`config.mk`:
```
export PLATFORM = sky130hd
export DESIGN_NAME = bit_serial_substractor
export DESIGN_NICKNAME = d
export VERILOG_FILES = /design/src/rtl/sub_pkg.sv /design/src/rtl/demux_full_substractor_cell.sv /design/src/rtl/bit_serial_substractor.sv
export SDC_FILE = /design/constraint.sdc
export NUM_CORES = 1
export LEC_CHECK = 0
export BUFFER_PORTS_ARGS = -buffer_cell sky130_fd_sc_hd__buf_2
export CORE_MARGIN = 2
export CORE_UTILIZATION = 54
export DETAILED_ROUTE_END_ITERATION = 7
export PLACE_DENSITY = 0.81
export REMOVE_ABC_BUFFERS = 1
export SYNTH_ARGS = -nofsm -noshare
export SYNTH_HDL_FRONTEND = slang
export SYNTH_SLANG_ARGS = --single-unit
```
`constraint.sdc`:
```
create_clock -name clk -period 1.5 [get_ports clk]
set_input_delay 0.3 -clock clk [delete_from_list [all_inputs] [get_ports clk]]
set_output_delay 0.3 -clock clk [all_outputs]
set_load 0.02 [all_outputs]
```
`src/rtl/sub_pkg.sv`:
```
// Shared encodings for the bit-serial subtractor: FSM states and the demux minterm
// tables that define the full-subtractor cell.
package sub_pkg;

  localparam logic IDLE = 1'b0;
  localparam logic RUN  = 1'b1;

  localparam int NUM_MT = 4;

  // Select is {a, b, bin}; difference and borrow are the OR of these demux lines.
  localparam logic [2:0] DIFF_MT [NUM_MT] = '{3'd1, 3'd2, 3'd4, 3'd7};
  localparam logic [2:0] BORR_MT [NUM_MT] = '{3'd1, 3'd2, 3'd3, 3'd7};

endpackage

```
`src/rtl/demux_full_substractor_cell.sv`:
```
// Single-bit full subtractor built from a 1x8 demultiplexer of constant 1, with the
// outputs formed by ORing the demux lines listed in the package minterm tables.
module demux_full_substractor_cell
  import sub_pkg::*;
(
  input  logic a,
  input  logic b,
  input  logic bin,
  output logic d,
  output logic bo
);

  logic [2:0] sel;
  logic [7:0] line;

  assign sel = {a, b, bin};

  always_comb begin
    line      = '0;
    line[sel] = 1'b1;
  end

  always_comb begin
    d  = 1'b0;
    bo = 1'b0;
    for (int i = 0; i < NUM_MT; i++) begin
      d  = d  | line[DIFF_MT[i]];
      bo = bo | line[BORR_MT[i]];
    end
  end

endmodule

```
`src/rtl/bit_serial_substractor.sv`:
```
// Bit-serial a - b - bin, LSB first, one bit per clock through a single demux-based
// full-subtractor cell, with start/done handshake and signed-overflow reporting.
module bit_serial_substractor
  import sub_pkg::*;
#(
  parameter int unsigned WIDTH = 8
) (
  input  logic             clk,
  input  logic             rst_n,
  input  logic             start,
  input  logic [WIDTH-1:0] a,
  input  logic [WIDTH-1:0] b,
  input  logic             bin,
  output logic             busy,
  output logic             done,
  output logic [WIDTH-1:0] diff,
  output logic             bout,
  output logic             ovf
);

  localparam int unsigned    CW   = $clog2(WIDTH);
  localparam logic [CW-1:0]  LAST = CW'(WIDTH - 1);

  if (WIDTH < 2) begin : g_bad_width
    $error("bit_serial_substractor: WIDTH must be at least 2");
  end

  logic             state_q, state_d;
  logic [CW-1:0]    cnt_q, cnt_d;
  logic [WIDTH-1:0] a_sh_q, a_sh_d;
  logic [WIDTH-1:0] b_sh_q, b_sh_d;
  logic [WIDTH-1:0] r_sh_q, r_sh_d;
  logic             borrow_q, borrow_d;
  logic [WIDTH-1:0] diff_q, diff_d;
  logic             bout_q, bout_d;
  logic             ovf_q, ovf_d;
  logic             done_q, done_d;

  logic cell_d;
  logic cell_bo;

  demux_full_substractor_cell u_cell (
    .a   (a_sh_q[0]),
    .b   (b_sh_q[0]),
    .bin (borrow_q),
    .d   (cell_d),
    .bo  (cell_bo)
  );

  always_comb begin
    state_d  = state_q;
    cnt_d    = cnt_q;
    a_sh_d   = a_sh_q;
    b_sh_d   = b_sh_q;
    r_sh_d   = r_sh_q;
    borrow_d = borrow_q;
    diff_d   = diff_q;
    bout_d   = bout_q;
    ovf_d    = ovf_q;
    done_d   = 1'b0;

    case (state_q)
      IDLE: begin
        if (start) begin
          a_sh_d   = a;
          b_sh_d   = b;
          borrow_d = bin;
          cnt_d    = '0;
          state_d  = RUN;
        end
      end
      RUN: begin
        r_sh_d   = {cell_d, r_sh_q[WIDTH-1:1]};
        a_sh_d   = a_sh_q >> 1;
        b_sh_d   = b_sh_q >> 1;
        borrow_d = cell_bo;
        if (cnt_q == LAST) begin
          // borrow_q here is the borrow into the MSB; XOR with borrow out flags signed overflow
          diff_d  = r_sh_d;
          bout_d  = cell_bo;
          ovf_d   = borrow_q ^ cell_bo;
          done_d  = 1'b1;
          cnt_d   = '0;
          state_d = IDLE;
        end else begin
          cnt_d = cnt_q + 1'b1;
        end
      end
      default: state_d = IDLE;
    endcase
  end

  always_ff @(posedge clk or negedge rst_n) begin
    if (!rst_n) begin
      state_q  <= IDLE;
      cnt_q    <= '0;
      a_sh_q   <= '0;
      b_sh_q   <= '0;
      r_sh_q   <= '0;
      borrow_q <= 1'b0;
      diff_q   <= '0;
      bout_q   <= 1'b0;
      ovf_q    <= 1'b0;
      done_q   <= 1'b0;
    end else begin
      state_q  <= state_d;
      cnt_q    <= cnt_d;
      a_sh_q   <= a_sh_d;
      b_sh_q   <= b_sh_d;
      r_sh_q   <= r_sh_d;
      borrow_q <= borrow_d;
      diff_q   <= diff_d;
      bout_q   <= bout_d;
      ovf_q    <= ovf_d;
      done_q   <= done_d;
    end
  end

  assign busy = (state_q == RUN);
  assign done = done_q;
  assign diff = diff_q;
  assign bout = bout_q;
  assign ovf  = ovf_q;

endmodule
```
==> metrics.txt, run 1 <==
antenna-violating nets left=0; Crit. End Element=output pin; Synth Area in Adders=0.0266; fill count=254; worst hold stages=3; H-tree levels=2; total number of vias=1063; WL final=2.73 mm; post-synthesis mux area share=0.242; end of the critical path=busy; Buffers on Ports=31; Ys Warns=0; critical path's slowest cell=dfrtp_2; largest family of logic cells by synthesized area=multiplexers; most frequent cells in the layout=38 x dfrtp_1, 31 x buf_2, 20 x mux2i_1, 15 x nand2_1, 15 x o21ai_0; Final WS setup=0.0726 ns; period utilization=0.952; XOR/XNOR Fraction of Synth Area=0.00517; first-pass GRT wire length=4.66 mm; Slew Limit Fails=0; layout cells sized above 1=0.406; most common cell after layout, fill and taps aside=dfrtp_1; CP max FO=23; Worst Path Arrival=1.13 ns; Ant. Diodes=0; f_max=701 MHz; root buf cell=clkbuf_4; delay-heaviest family, CP=flip-flops; unrepaired setup endpoints after global routing=no; GPL Wtd Cong=0.715; number of cells on the critical path=2; GRT Total Usage=0.177; run status=completed; Synth area leader=dfrtp_1; Crit Reg-Reg Startpoint=cnt_q[0]$_DFFE_PN0P_; DR vias/cell=4.97; number of max-cap violations=0; synthesized area per cell=13.2 sq um; Synth Area in Compound Gates=0.0547; initial antenna violation count=0; critical-path cell list=buf_12 > buf_2; Worst-Skew Late Latency=0.34 ns; Min-Delay Path Class=in -> reg; NumNets Final=192; die height=60.0 microns; Avg WL per Cell=12.8 microns; Clock transition at path regs=0.11 ns; area grow syn2layout=21.0%; r2r setup slk=0.08 ns; total grt overflow=0; Yosys top cell area share=0.576; reg2reg path depth=5; Hold Vio Cnt, Final=0; Crit Path Class=reg -> out; TritonCTS Buffers=5; vias in the first global route=1118; Setup WS pre-CTS=0.0347 ns; largest net degree at the start of global routing=40; First-pass DRT Iterations=4; leak pwr=1.07 nW; DRC Markers=0; Largest stage delay, worst path=0.46 ns; Post-Synthesis Cell Area=0.00169 sq mm; count of different cell masters after synthesis=18; Initial Util=0.560; clock sink count=39; Setup Viol. Count Final=0; Boundary Pins=32; FF+latch count, synth=39; CP startpoint kind=flip-flop; CTS tree=built; Row Count=20; post-route setup TNS=0 ns; clk_skew=0.00895 ns; top post-synthesis cells by area=dfrtp_1 58%, mux2i_1 12%, mux2_4 7.1%, mux2_2 5.3%, o21ai_0 4.4%; Seq/Total Area, Yosys=0.576; DPL Wire Length=1.96 mm; synthesized instance count=128; Initial DRC Count=27; reg-to-reg endpoint=diff[4]$_DFFE_PN0P_; clk buf depth=2; Setup crit start=busy$_DFF_PN0_; core area=0.00303 sq mm; die area=0.00360 sq mm; fin crit period=1.43 ns; worst vdd ir=967 uV; die width=60.0 microns; worst endpoint required time=1.20 ns; area share of and/or/nand/nor cells after synthesis=0.0436; Buf+Inv Stages, Crit Path=2; worst slew pin tran=0.473 ns; Fin Hold WS=0.205 ns; Worst slew margin=0.684; Pwr Density=2100 mW/mm^2
## metrics by stage
stage	util	cell area (sq um)	total power, mW	instances
finish	0.677	2050	4.31	214
global route	0.677	2050	4.63	214
CTS	0.665	2010	4.27	211
detailed placement	0.632	1910	3.52	202
global placement	0.632	1910	3.40	202
floorplan	-	1630	2.94	120
## worst min-delay path by stage
stage,from,end,slack [ns]
floorplan,rst_n,a_sh_q[0]$_DFFE_PN0P_,0.004
global placement,rst_n,diff[6]$_DFFE_PN0P_,0.37
detailed placement,rst_n,diff[5]$_DFFE_PN0P_,0.38
CTS,b[7],b_sh_q[7]$_DFFE_PN0P_,0.19
global route,b[2],b_sh_q[2]$_DFFE_PN0P_,0.22
finish,b[7],b_sh_q[7]$_DFFE_PN0P_,0.21
## cell families (layout without fill, tap and decap cells)
logic type	after synthesis	in the layout
AOI/OAI and AO/OA	17	17
xor gates and xnor gates	1	1
adders and majority gates	3	3
buffers and inverters	13	55
DFF	39	39
muxes	36	36
and+or+nand+nor	19	19
## flip-flops by register name, indices dropped and copies added (netlist names)
| signal | count |
|---|---|
| a_sh_q | 8 |
| b_sh_q | 8 |
| borrow_q | 1 |
| bout | 1 |
| busy | 1 |
| cnt_q | 3 |
| diff | 8 |
| done | 1 |
| ovf | 1 |
| r_sh_q | 7 |
## synth_stat cells
master and instances:
dfrtp_1 39, mux2i_1 20, nand2_1 15, o21ai_0 15, mux2_2 8, mux2_4 8, inv_1 5, buf_6 3
nor2_1 3, a22o_1 2, clkbuf_1 2, ha_1 2, buf_2 1, buf_4 1, buf_8 1, fa_1 1
nand2_2 1, xor2_1 1
## layout make-up
class | instances | area [sq um] | share of cell area
clock inverters | 2 | 35.0 | 0.0171
repair buffers | 42 | 278 | 0.135
multi-input cells | 76 | 636 | 0.310
flip-flops and latches | 39 | 977 | 0.477
clock buffers | 6 | 51.3 | 0.0250
inverters | 5 | 18.8 | 0.00915
well taps | 44 | 55.1 | 0.0268
## repair_timing
| item | CTS | global route |
|---|---|---|
| endpoints found under the setup margin | 1 | 9 |
| hold buffers | 1 | 0 |
| hold endpoints to repair | 22 | 0 |
| resized for setup | 1 | 5 |
| setup buffers | 0 | 3 |
## power by group
group / internal [mW] / total [mW] / switching [mW]
clock network: 0.394 / 0.719 / 0.325
registers: 1.53 / 1.83 / 0.298
logic: 0.942 / 1.77 / 0.823
total: 2.87 / 4.31 / 1.45
## worst min-delay path, stage by stage
cell	delay, ns
buf_2	0.08
mux2i_1	0.06
nor2_1	0.07
## metal layers
layer / vias to the layer above / global-route usage / share of wire
met5: - / 0 / 0
met4: 0 / 0.0571 / 0.012
met3: 3 / 0.0714 / 0.055
met2: 29 / 0.320 / 0.52
met1: 515 / 0.185 / 0.42
li1: 516 / - / -
Note: power is estimated with default switching activity, not from simulation.
==> run 2, diff against run 1 <==
--- a/config.mk
+++ b/config.mk
@@ -5,11 +5,12 @@
 export SDC_FILE = /design/constraint.sdc
 export NUM_CORES = 1
 export LEC_CHECK = 0
+export ABC_AREA = 1
 export BUFFER_PORTS_ARGS = -buffer_cell sky130_fd_sc_hd__buf_2
 export CORE_MARGIN = 2
-export CORE_UTILIZATION = 54
+export CORE_UTILIZATION = 53
 export DETAILED_ROUTE_END_ITERATION = 7
-export PLACE_DENSITY = 0.81
+export PLACE_DENSITY = 0.8
 export REMOVE_ABC_BUFFERS = 1
 export SYNTH_ARGS = -nofsm -noshare
 export SYNTH_HDL_FRONTEND = slang
==> run 2 against run 1 <==
Compared with the run above: clock power decreased by 28%; critical path depth unchanged; die area decreased by 3.0%; combinational power decreased by 18%; total power decreased by 14%; routed wire length increased by 12%; core utilization decreased by 0.72 points; critical endpoint unchanged; largest cell class unchanged.
==> metrics.txt, run 2 <==
clk buf depth=2 (unchanged); die width=59.1 microns (-1.5%); Ys Warns=0 (unchanged); die height=59.1 microns (-1.5%); Clock transition at path regs=0.12 ns (about the same); Worst-Skew Late Latency=0.34 ns (about the same); vias in the first global route=1285 (+15%); Worst Path Arrival=1.14 ns (about the same); Crit Reg-Reg Startpoint=cnt_q[0]$_DFFE_PN0P_; Largest stage delay, worst path=0.47 ns (about the same); Boundary Pins=32 (unchanged); NumNets Final=240 (+25%); worst vdd ir=914 uV (-5.4%); Avg WL per Cell=12.3 microns (-3.4%); most common cell in the netlist=nand2_1; Post-Synthesis Cell Area=0.00161 sq mm (-5.0%); Min-Delay Path Class=in -> reg; Synth async-reset ratio=1.00 (unchanged); die area=0.00349 sq mm (-3.0%); Post-Layout Cell Count=249 (+16%); critical-path cell list=buf_4 > buf_2; total grt overflow=0 (unchanged); H-tree levels=2 (unchanged); WL final=3.07 mm (+12%); period utilization=0.957 (+0.00516); reg2reg path depth=6 (+1); Buf+Inv Stages, Crit Path=2 (unchanged); TritonCTS Buffers=5 (unchanged); root buf cell=clkbuf_4; count of different cell masters after synthesis=12 (-6); Hold Vio Cnt, Final=0 (unchanged); end of the critical path=busy; reg-to-reg endpoint=ovf$_DFFE_PN0P_; Setup Viol. Count Final=0 (unchanged); leak pwr=1.03 nW (-3.7%); XOR/XNOR Fraction of Synth Area=0 (-0.00517); Crit Path Class=reg -> out; critical path's slowest cell=dfrtp_2; largest net degree at the start of global routing=40 (unchanged); Row Count=19 (-5.0%); Synth Area in Compound Gates=0.0498 (-0.00489); fill count=227 (-11%); First-pass DRT Iterations=4 (unchanged); most frequent cells in the layout=63 x nand2_1, 38 x dfrtp_1, 33 x nand3_1, 31 x buf_2, 16 x o21ai_0; Synth Area in Adders=0.0280 (+0.00141); DPL Wire Length=2.07 mm (+5.6%); initial antenna violation count=0 (unchanged); r2r setup slk=0.20 ns (+0.12 ns); CP max FO=7 (-70%); unrepaired setup endpoints after global routing=no; fin crit period=1.44 ns (+0.00775 ns); CTS tree=built; synthesized instance count=178 (+39%); synthesized area per cell=9.04 sq um (-32%); Synth area leader=dfrtp_1; delay-heaviest family, CP=flip-flops; Pwr Density=1970 mW/mm^2 (-6.4%); area grow syn2layout=17.8%; clk_skew=0.00966 ns (+0.000708 ns); number of cells on the critical path=2 (unchanged); Buffers on Ports=31 (unchanged); Crit. End Element=output pin; Final Cell Area=0.00190 sq mm (-7.6%); top post-synthesis cells by area=dfrtp_1 61%, nand2_1 15%, nand3_1 10%, o21ai_0 5.0%, inv_1 2.6%; post-synthesis mux area share=0 (-0.242); clock sink count=39 (unchanged); layout cells sized above 1=0.234 (-0.172); Initial Util=0.569 (+0.00927); Seq/Total Area, Yosys=0.607 (+0.0305); Post-synth top flop=dfrtp_1; Area after DPL=0.00180 sq mm (-5.7%); FF+latch count, synth=39 (unchanged); Post-synth EDFFs=0 (unchanged); antenna-violating nets left=0 (unchanged); CP startpoint kind=flip-flop; placed insts=237 (+17%); total number of vias=1292 (+22%); largest family of logic cells by synthesized area=simple AND/OR/NAND/NOR gates; Ant. Diodes=0 (unchanged); Post-synth top cells=63 x nand2_1, 39 x dfrtp_1, 33 x nand3_1, 16 x o21ai_0, 11 x inv_1; DRC Markers=0 (unchanged); run status=completed; worst slew pin tran=0.576 ns (+0.103 ns); Worst slew margin=0.615 (-0.0690); core area=0.00283 sq mm (-6.6%); Slew Limit Fails=0 (unchanged); Yosys top cell area share=0.607 (+0.0305); first-pass GRT wire length=5.41 mm (+16%); DR vias/cell=5.19 (+4.5%); most common cell after layout, fill and taps aside=nand2_1; worst hold stages=3 (unchanged); GRT Total Usage=0.210 (+0.0327); f_max=697 MHz (-0.54%); Setup crit start=busy$_DFF_PN0_; area share of and/or/nand/nor cells after synthesis=0.258 (+0.215); worst endpoint required time=1.20 ns (about the same); Initial DRC Count=56 (+110%); number of max-cap violations=0 (unchanged); GPL Wtd Cong=0.794 (+11%)
## run 2: cell types whose count changed after synthesis, sizes merged, moves of 2 or more
cell and change:
a22o -2, inv +6, buf +3, nand3 +33, nand2 +48, mux2 -16
mux2i -20
## run 2: cells by family (layout without fill, tap and decap cells)
family,after synthesis,after routing
simple gates,99,99
flops,39,39
buf+inv,21,61
compound gates,16,16
fa+ha+maj,3,3
## run 2: repair_timing
action	4_1_cts	5_1_grt
setup buffers	0	3
pin swaps	0	0
setup endpoints to repair	1	2
hold buffers	1	0
endpoints found under the hold margin	8	0
resized for setup	1	1
## run 2: metal layers
| layer | vias up | track usage | wire length [microns] |
|---|---|---|---|
| met1 | 609 | 0.261 | 1440 |
| met5 | - | 0 | 0 |
| met3 | 2 | 0.0677 | 159 |
| li1 | 643 | - | - |
| met4 | 0 | 0.0779 | 27 |
| met2 | 38 | 0.343 | 1450 |
## run 2: where the power goes
group | leakage [nW] | switching (mW) | total (mW) | internal, mW
Combinational | 0.496 | 0.886 | 1.46 | 0.577
Sequential | 0.498 | 0.253 | 1.75 | 1.49
Clock | 0.0347 | 0.344 | 0.518 | 0.175
Total | 1.03 | 1.48 | 3.73 | 2.25
## run 2: how the worst min path moves through the flow
stage / from / endpoint / slack [ns]
floorplan: rst_n / a_sh_q[0]$_DFFE_PN0P_ / 0.004
global placement: rst_n / diff[0]$_DFFE_PN0P_ / 0.37
detailed placement: rst_n / diff[1]$_DFFE_PN0P_ / 0.38
CTS: b[7] / b_sh_q[7]$_DFFE_PN0P_ / 0.19
global route: a[0] / a_sh_q[0]$_DFFE_PN0P_ / 0.18
finish: b[7] / b_sh_q[7]$_DFFE_PN0P_ / 0.20
## run 2: worst reg2reg max path, stage by stage (launching register included)
cell     delay (ns)
dfrtp_1        0.41
ha_1           0.20
ha_1           0.21
nand2_4        0.15
inv_1          0.11
nand3_1        0.08
nand2_1        0.05
## run 2: through the flow
| step | hold slack (ns) | setup slack (ns) | util | TNS (ns) | power [mW] |
|---|---|---|---|---|---|
| 2_1_floorplan | 0.00441 | -0.236 | - | -4.94 | 2.64 |
| 3_3_place_gp | 0.369 | 0.184 | 0.638 | 0 | 3.09 |
| 3_5_place_dp | 0.378 | 0.115 | 0.638 | 0 | 3.17 |
| 4_1_cts | 0.190 | 0.0142 | 0.660 | 0 | 3.69 |
| 5_1_grt | 0.182 | 0.0280 | 0.670 | 0 | 4.05 |
| 6_report | 0.197 | 0.0649 | 0.670 | 0 | 3.73 |
## run 2: area by class of cell
type | instances | area, sq um | area share
inverter | 11 | 41.3 | 0.0218
sequential | 39 | 977 | 0.516
clock inverter | 3 | 15.0 | 0.00792
clock buffer | 5 | 37.5 | 0.0198
tap | 31 | 38.8 | 0.0205
timing repair buffer | 42 | 240 | 0.127
multi-input combinational | 118 | 546 | 0.288
